`src/rtl/pong_pkg.sv`:
```
// Shared constants for the Pong game-phase controller: phase encodings, widths, modes, serve directions.
package pong_pkg;

   localparam int unsigned SCORE_W = 4;
   localparam int unsigned CNT_W   = 8;
   localparam int unsigned MODE_W  = 2;
   localparam int unsigned STATE_W = 3;

   localparam logic [2:0] MENU      = 3'd0;
   localparam logic [2:0] SERVE     = 3'd1;
   localparam logic [2:0] PLAY      = 3'd2;
   localparam logic [2:0] HOLD      = 3'd3;
   localparam logic [2:0] GAME_OVER = 3'd4;
   localparam logic [2:0] PAUSED    = 3'd5;

   localparam logic [1:0] MODE_1P_AI = 2'b00;
   localparam logic [1:0] MODE_2P    = 2'b01;
   localparam logic [1:0] MODE_AI_AI = 2'b10;
   localparam logic [1:0] MODE_RSVD  = 2'b11;

   localparam logic DIR_LEFT  = 1'b0;
   localparam logic DIR_RIGHT = 1'b1;

   // True for selectable game modes; the reserved code cannot start a match.
   function automatic logic mode_valid(input logic [MODE_W-1:0] m);
      case (m)
         MODE_1P_AI, MODE_2P, MODE_AI_AI: mode_valid = 1'b1;
         default:                         mode_valid = 1'b0;
      endcase
   endfunction

endpackage

```
`src/rtl/frame_countdown.sv`:
```
// Loadable 8-bit frame down-counter shared by the serve countdown and the point hold.
module frame_countdown
   import pong_pkg::*;
(
   input  logic             clk_0,
   input  logic             rst,
   input  logic             i_load,
   input  logic [CNT_W-1:0] i_load_val,
   input  logic             i_tick,
   input  logic             i_freeze,
   output logic             o_zero_c
);

   logic [CNT_W-1:0] r_count;

   // Pulses on the tick that takes the count from 1 to 0; independent of i_load.
   assign o_zero_c = i_tick && !i_freeze && (r_count == CNT_W'(1));

   always_ff @(posedge clk_0) begin
      if (rst) begin
         r_count <= '0;
      end else if (i_load) begin
         r_count <= i_load_val;
      end else if (i_tick && !i_freeze && (r_count != '0)) begin
         r_count <= r_count - CNT_W'(1);
      end
   end

endmodule

```
`src/rtl/match_sequencer.sv`:
```
// Pong match phase controller: MENU -> SERVE -> PLAY -> HOLD -> GAME_OVER, owning scores and ball gating.
// Optional pause state enabled by defining MATCH_SEQUENCER_PAUSE_EN.
module match_sequencer
   import pong_pkg::*;
#(
   parameter int unsigned WIN_SCORE         = 9,
   parameter int unsigned SERVE_FRAMES      = 90,
   parameter int unsigned POINT_HOLD_FRAMES = 45,
   parameter int unsigned BLINK_FRAMES      = 8
) (
   input  logic               clk_0,
   input  logic               rst,
   input  logic               frame_tick,
   input  logic               start_trigger,
   input  logic [MODE_W-1:0]  mode_choice,
   input  logic               point_p1,
   input  logic               point_p2,
   input  logic               pause_req,
   output logic [MODE_W-1:0]  active_mode,
   output logic               game_startup,
   output logic               ball_run,
   output logic               sq_shown,
   output logic               serve_dir,
   output logic               round_reset,
   output logic [SCORE_W-1:0] score_p1,
   output logic [SCORE_W-1:0] score_p2,
   output logic               game_over
);

   logic [STATE_W-1:0] r_state,       w_state_n;
   logic [MODE_W-1:0]  r_active_mode, w_mode_n;
   logic [SCORE_W-1:0] r_score_p1,    w_p1_n;
   logic [SCORE_W-1:0] r_score_p2,    w_p2_n;
   logic               r_serve_dir,   w_dir_n;
   logic               r_sq_shown,    w_shown_n;
   logic [CNT_W-1:0]   r_blink_cnt,   w_blink_n;
   logic               r_round_reset, w_rr_n;
   logic               r_ball_run;
   logic               r_game_over;
   logic               r_game_startup;

   logic               w_cnt_load;
   logic [CNT_W-1:0]   w_cnt_val;
   logic               w_cnt_zero;
   logic               w_freeze;
   logic               w_pause_go;
   logic [SCORE_W-1:0] w_p1_inc;
   logic [SCORE_W-1:0] w_p2_inc;
   logic [CNT_W-1:0]   w_blink_inc;

   assign w_p1_inc    = r_score_p1 + SCORE_W'(1);
   assign w_p2_inc    = r_score_p2 + SCORE_W'(1);
   assign w_blink_inc = r_blink_cnt + CNT_W'(1);

`ifdef MATCH_SEQUENCER_PAUSE_EN
   logic [STATE_W-1:0] r_ret_state;

   assign w_pause_go = pause_req && ((r_state == SERVE) || (r_state == PLAY) || (r_state == HOLD));

   // Remember which phase to resume once the pause is released.
   always_ff @(posedge clk_0) begin
      if (rst) begin
         r_ret_state <= MENU;
      end else if (w_pause_go) begin
         r_ret_state <= r_state;
      end
   end
`else
   logic w_unused_pause;
   assign w_unused_pause = pause_req;
   assign w_pause_go     = 1'b0;
`endif

   // Freeze on the entering cycle too, so a coinciding tick cannot expire the count.
   assign w_freeze = w_pause_go || (r_state == PAUSED);

   frame_countdown u_countdown (
      .clk_0      (clk_0),
      .rst        (rst),
      .i_load     (w_cnt_load),
      .i_load_val (w_cnt_val),
      .i_tick     (frame_tick),
      .i_freeze   (w_freeze),
      .o_zero_c   (w_cnt_zero)
   );

   // Next-state and next-output logic.
   always_comb begin
      w_state_n  = r_state;
      w_mode_n   = r_active_mode;
      w_p1_n     = r_score_p1;
      w_p2_n     = r_score_p2;
      w_dir_n    = r_serve_dir;
      w_shown_n  = r_sq_shown;
      w_blink_n  = r_blink_cnt;
      w_rr_n     = 1'b0;
      w_cnt_load = 1'b0;
      w_cnt_val  = '0;

      if (w_pause_go) begin
         w_state_n = PAUSED;
      end else begin
         case (r_state)
            MENU: begin
               if (start_trigger && mode_valid(mode_choice)) begin
                  w_state_n  = SERVE;
                  w_mode_n   = mode_choice;
                  w_p1_n     = '0;
                  w_p2_n     = '0;
                  w_dir_n    = DIR_LEFT;
                  w_rr_n     = 1'b1;
                  w_cnt_load = 1'b1;
                  w_cnt_val  = CNT_W'(SERVE_FRAMES);
                  w_shown_n  = 1'b1;
                  w_blink_n  = '0;
               end
            end
            SERVE: begin
               if (w_cnt_zero) begin
                  w_state_n = PLAY;
                  w_shown_n = 1'b1;
               end else if (frame_tick) begin
                  if (w_blink_inc == CNT_W'(BLINK_FRAMES)) begin
                     w_blink_n = '0;
                     w_shown_n = !r_sq_shown;
                  end else begin
                     w_blink_n = w_blink_inc;
                  end
               end
            end
            PLAY: begin
               // P1 wins a tie of simultaneous point pulses.
               if (point_p1 || point_p2) begin
                  if (point_p1) begin
                     w_p1_n  = w_p1_inc;
                     w_dir_n = DIR_RIGHT;
                  end else begin
                     w_p2_n  = w_p2_inc;
                     w_dir_n = DIR_LEFT;
                  end
                  w_shown_n = 1'b0;
                  if ((point_p1 && (w_p1_inc == SCORE_W'(WIN_SCORE))) ||
                      (!point_p1 && (w_p2_inc == SCORE_W'(WIN_SCORE)))) begin
                     w_state_n = GAME_OVER;
                  end else begin
                     w_state_n  = HOLD;
                     w_cnt_load = 1'b1;
                     w_cnt_val  = CNT_W'(POINT_HOLD_FRAMES);
                  end
               end
            end
            HOLD: begin
               if (w_cnt_zero) begin
                  w_state_n  = SERVE;
                  w_rr_n     = 1'b1;
                  w_cnt_load = 1'b1;
                  w_cnt_val  = CNT_W'(SERVE_FRAMES);
                  w_shown_n  = 1'b1;
                  w_blink_n  = '0;
               end
            end
            GAME_OVER: begin
               w_shown_n = 1'b0;
               if (start_trigger) begin
                  w_state_n = MENU;
               end
            end
`ifdef MATCH_SEQUENCER_PAUSE_EN
            PAUSED: begin
               if (pause_req) begin
                  w_state_n = r_ret_state;
                  if (r_ret_state == PLAY) begin
                     w_shown_n = 1'b1;
                  end
               end
            end
`endif
            default: begin
               w_state_n = MENU;
               w_shown_n = 1'b0;
            end
         endcase
      end
   end

   // State and registered outputs.
   always_ff @(posedge clk_0) begin
      if (rst) begin
         r_state        <= MENU;
         r_active_mode  <= MODE_1P_AI;
         r_score_p1     <= '0;
         r_score_p2     <= '0;
         r_serve_dir    <= DIR_LEFT;
         r_sq_shown     <= 1'b0;
         r_blink_cnt    <= '0;
         r_round_reset  <= 1'b0;
         r_ball_run     <= 1'b0;
         r_game_over    <= 1'b0;
         r_game_startup <= 1'b1;
      end else begin
         r_state        <= w_state_n;
         r_active_mode  <= w_mode_n;
         r_score_p1     <= w_p1_n;
         r_score_p2     <= w_p2_n;
         r_serve_dir    <= w_dir_n;
         r_sq_shown     <= w_shown_n;
         r_blink_cnt    <= w_blink_n;
         r_round_reset  <= w_rr_n;
         r_ball_run     <= (w_state_n == PLAY);
         r_game_over    <= (w_state_n == GAME_OVER);
         r_game_startup <= (w_state_n == MENU);
      end
   end

   assign active_mode  = r_active_mode;
   assign game_startup = r_game_startup;
   assign ball_run     = r_ball_run;
   assign sq_shown     = r_sq_shown;
   assign serve_dir    = r_serve_dir;
   assign round_reset  = r_round_reset;
   assign score_p1     = r_score_p1;
   assign score_p2     = r_score_p2;
   assign game_over    = r_game_over;

endmodule
```
`config.mk`:
```
export PLATFORM = sky130hd
export DESIGN_NAME = match_sequencer
export DESIGN_NICKNAME = d
export VERILOG_FILES = /design/src/rtl/pong_pkg.sv /design/src/rtl/frame_countdown.sv /design/src/rtl/match_sequencer.sv
export SDC_FILE = /design/constraint.sdc
export NUM_CORES = 1
export LEC_CHECK = 0
export CORE_MARGIN = 2
export CORE_UTILIZATION = 35
export CTS_CLUSTER_DIAMETER = 120
export DETAILED_ROUTE_END_ITERATION = 10
export MAX_ROUTING_LAYER = met4
export PLACE_DENSITY = 0.51
export SLEW_MARGIN = 20
export SYNTH_ARGS = -nofsm -noshare
export SYNTH_HDL_FRONTEND = slang
export SYNTH_SLANG_ARGS = --single-unit
```
`constraint.sdc`:
```
create_clock -name clk_0 -period 6.4 [get_ports clk_0]
set_input_delay 1.28 -clock clk_0 [delete_from_list [all_inputs] [get_ports clk_0]]
set_output_delay 1.28 -clock clk_0 [all_outputs]
set_load 0.02 [all_outputs]
```
==> results.toml <==
[yosys]
syn_avg_cell_area_um2 = 7.91
synth_edf_count = 0
synth_nets = 265
ys_types = 50
syn_area_um2 = 1950
synth_warnings = 0
seq_area_frac_synth = 0.359
synthArstFlopShare = 0
synth_ff_type = "dfxtp_1"
ys_seq_elements = 35
synth_cells = 247

[grt]
grt_pass1_wl_mm = 7.79
grt_usage = 0.160
antenna_found_initial = 0
overflow = 0
first_global_vias = 1649
grt_max_degree = 33

[timing]
fin_crit_ns = 3.34
worst_slack_ns = 3.06
worst_pin_slew_ns = 1.02
fin_worst_skew_ns = 0.00954
hold_viol = 0
drv_slew = 0
slew_headroom = 0.317
timing.final.crit_share = 0.521
finalSetupTns_ns = 0
grt_setup_unrepaired = "false"
fmax_mhz = 300
setup_viol = 0

[clock_tree]
cts_htree_levels = 2
cts-resized-gates = 0
cts_root_buffer = "clkbuf_8"
cts_made_buffers = 5
insertion_delay_ns = 0.29
cts_tree = "done"
cts_setup_buffers = 0
hold_buffers = 0
clockBufferDepth = 2
path_clk_slew_ns = 0.08
cts_sinks = 35

[place]
port_buffers = 23
routabilityCongestion = 0.782
dpl_cell_area_um2 = 2250
dp_hpwl_mm = 3.18
preCtsSetupSlack_ns = 2.76

[run_status]
status = "complete, no violations"

[worst_setup_path]
endpoint_kind = "register"
crit_fanout = 8
required_ns = 6.63
worstSetupPathType = "in -> reg"
ff2ff_path_depth = 6
regToRegSetupSlack_ns = 3.89
r2r-end = "r_blink_cnt[0]"
slowest_delay_ns = 0.78
critPathSlowestCell = "a221oi_1"
critPathLaunchType = "input pin"
worstPathArrival_ns = 3.57
r2r_start = "r_state[2]"
crit_chain = "clkdlybuf4s50_1, nand2_1, and4_1, o21ai_1, a221oi_1, and3_1, mux2_2"

[power]
vdd_drop_max_mv = 0.130
p_leak_nw = 0.869
p_per_area_nw_per_um2 = 219

[final_layout]
fin_area_um2 = 2330
antenna_cells = 0
drive_above_1_share = 0.0517
nets = 288
synthToLayoutAreaGrowth_pct = 19.4
most-common-layout-cells = "35 x nor2_1, 35 x dfxtp_1, 29 x nand2_1"

[job]
maxCapViolations = 0

[floorplan]
initial_utilization = 0.359
die_width_um = 78.7
die_h_um = 78.7
pin_count = 25
dieArea_um2 = 6200
core-area_um2 = 5440
rows = 27

[route]
wl_per_cell_um = 12.9
routed_wl_mm = 4.44
drc_errors = 0
drt-initial-drc-count = 124
via_count = 1776
drt-pass1-iter-count = 4
vias_per_cell = 5.18
detail-route-antenna-nets = 0

[hold_path]
min_from = "serve_dir"
min_path_cells = 2
holdCritPathClass = "reg -> reg"
hold-path-endpoint = "serve_dir"
where the power goes:
group	internal (mW)	switching (mW)	total, mW	leakage [nW]
registers	0.231	0.0143	0.245	0.285
clock network	0.0760	0.0803	0.156	0.0412
logic	0.0493	0.0609	0.110	0.543
registers in the layout, indices dropped and copies added (netlist names), 2 cells and up:
register and count:
score_p1 4, u_countdown.r_count 8, r_blink_cnt 8, r_state 3, active_mode 2, score_p2 4
through the flow:
stage	power (mW)	cells	util	hold WS, ns
floorplan	0.331	247	-	0.479
global placement	0.361	335	0.413	0.447
detailed placement	0.360	335	0.413	0.450
CTS	0.519	343	0.429	0.461
global route	0.545	343	0.429	0.477
finish	0.511	343	0.429	0.456
worst max-delay path by stage:
stage / start / endpoint / slack (ns)
after floorplan: mode_choice[1] / r_blink_cnt[6] / 3.56
after global placement: mode_choice[1] / r_blink_cnt[0] / 2.75
after detailed placement: start_trigger / r_blink_cnt[0] / 2.76
after CTS: start_trigger / r_blink_cnt[0] / 3.06
after global routing: mode_choice[1] / r_blink_cnt[0] / 2.93
final: mode_choice[1] / r_blink_cnt[0] / 3.06
metal layers:
metal / GRT usage / vias up / share of wire / routed length (um)
met4: 0.0526 / 0 / 0.015 / 68
met5: - / - / 0 / 0
met2: 0.237 / 24 / 0.42 / 1870
li1: - / 931 / - / -
met3: 0.0341 / 7 / 0.025 / 110
met1: 0.218 / 814 / 0.54 / 2390
cell usage after synthesis, types with 3 or more instances:
cell type | n | area share
clkbuf_1 | 5 | 0.0096
nor2_1 | 35 | 0.067
a311oi_1 | 3 | 0.013
a31oi_1 | 3 | 0.0096
o21ai_0 | 13 | 0.033
a21oi_1 | 20 | 0.051
dfxtp_1 | 35 | 0.36
nand2_1 | 29 | 0.056
nor3_1 | 6 | 0.015
xnor2_1 | 8 | 0.036
a21o_1 | 3 | 0.012
nand4b_1 | 4 | 0.018
ha_1 | 9 | 0.058
inv_1 | 10 | 0.019
xor2_1 | 4 | 0.018
nor2b_1 | 4 | 0.013
and3_1 | 4 | 0.013
nand3_1 | 12 | 0.031
area by class of cell:
cell class	instances	area, um^2
Clock inverter	2	12.5
Clock buffer	6	72.6
Timing Repair Buffer	24	238
Fill cell	559	3110
Inverter	11	41.3
Tap cell	72	90.1
Multi-Input combinational cell	193	1180
Sequential cell	35	701
critical path: cells and delay by family:
family                 cells  cell delay, ns
AND/OR/NAND/NOR            3            0.79
buffers and inverters      1            0.42
multiplexers               1            0.15
AO/OA/AOI/OAI              2            0.92
cells by family after synthesis:
logic type / after synthesis / synth area share
and+or+nand+nor: 109 / 0.279
adders and majority gates: 9 / 0.0576
DFF: 35 / 0.359
xor gates and xnor gates: 12 / 0.0538
buffers and inverters: 19 / 0.0384
muxes: 3 / 0.0160
AOI/OAI and AO/OA: 60 / 0.197
(Power assumes the default switching activity.)
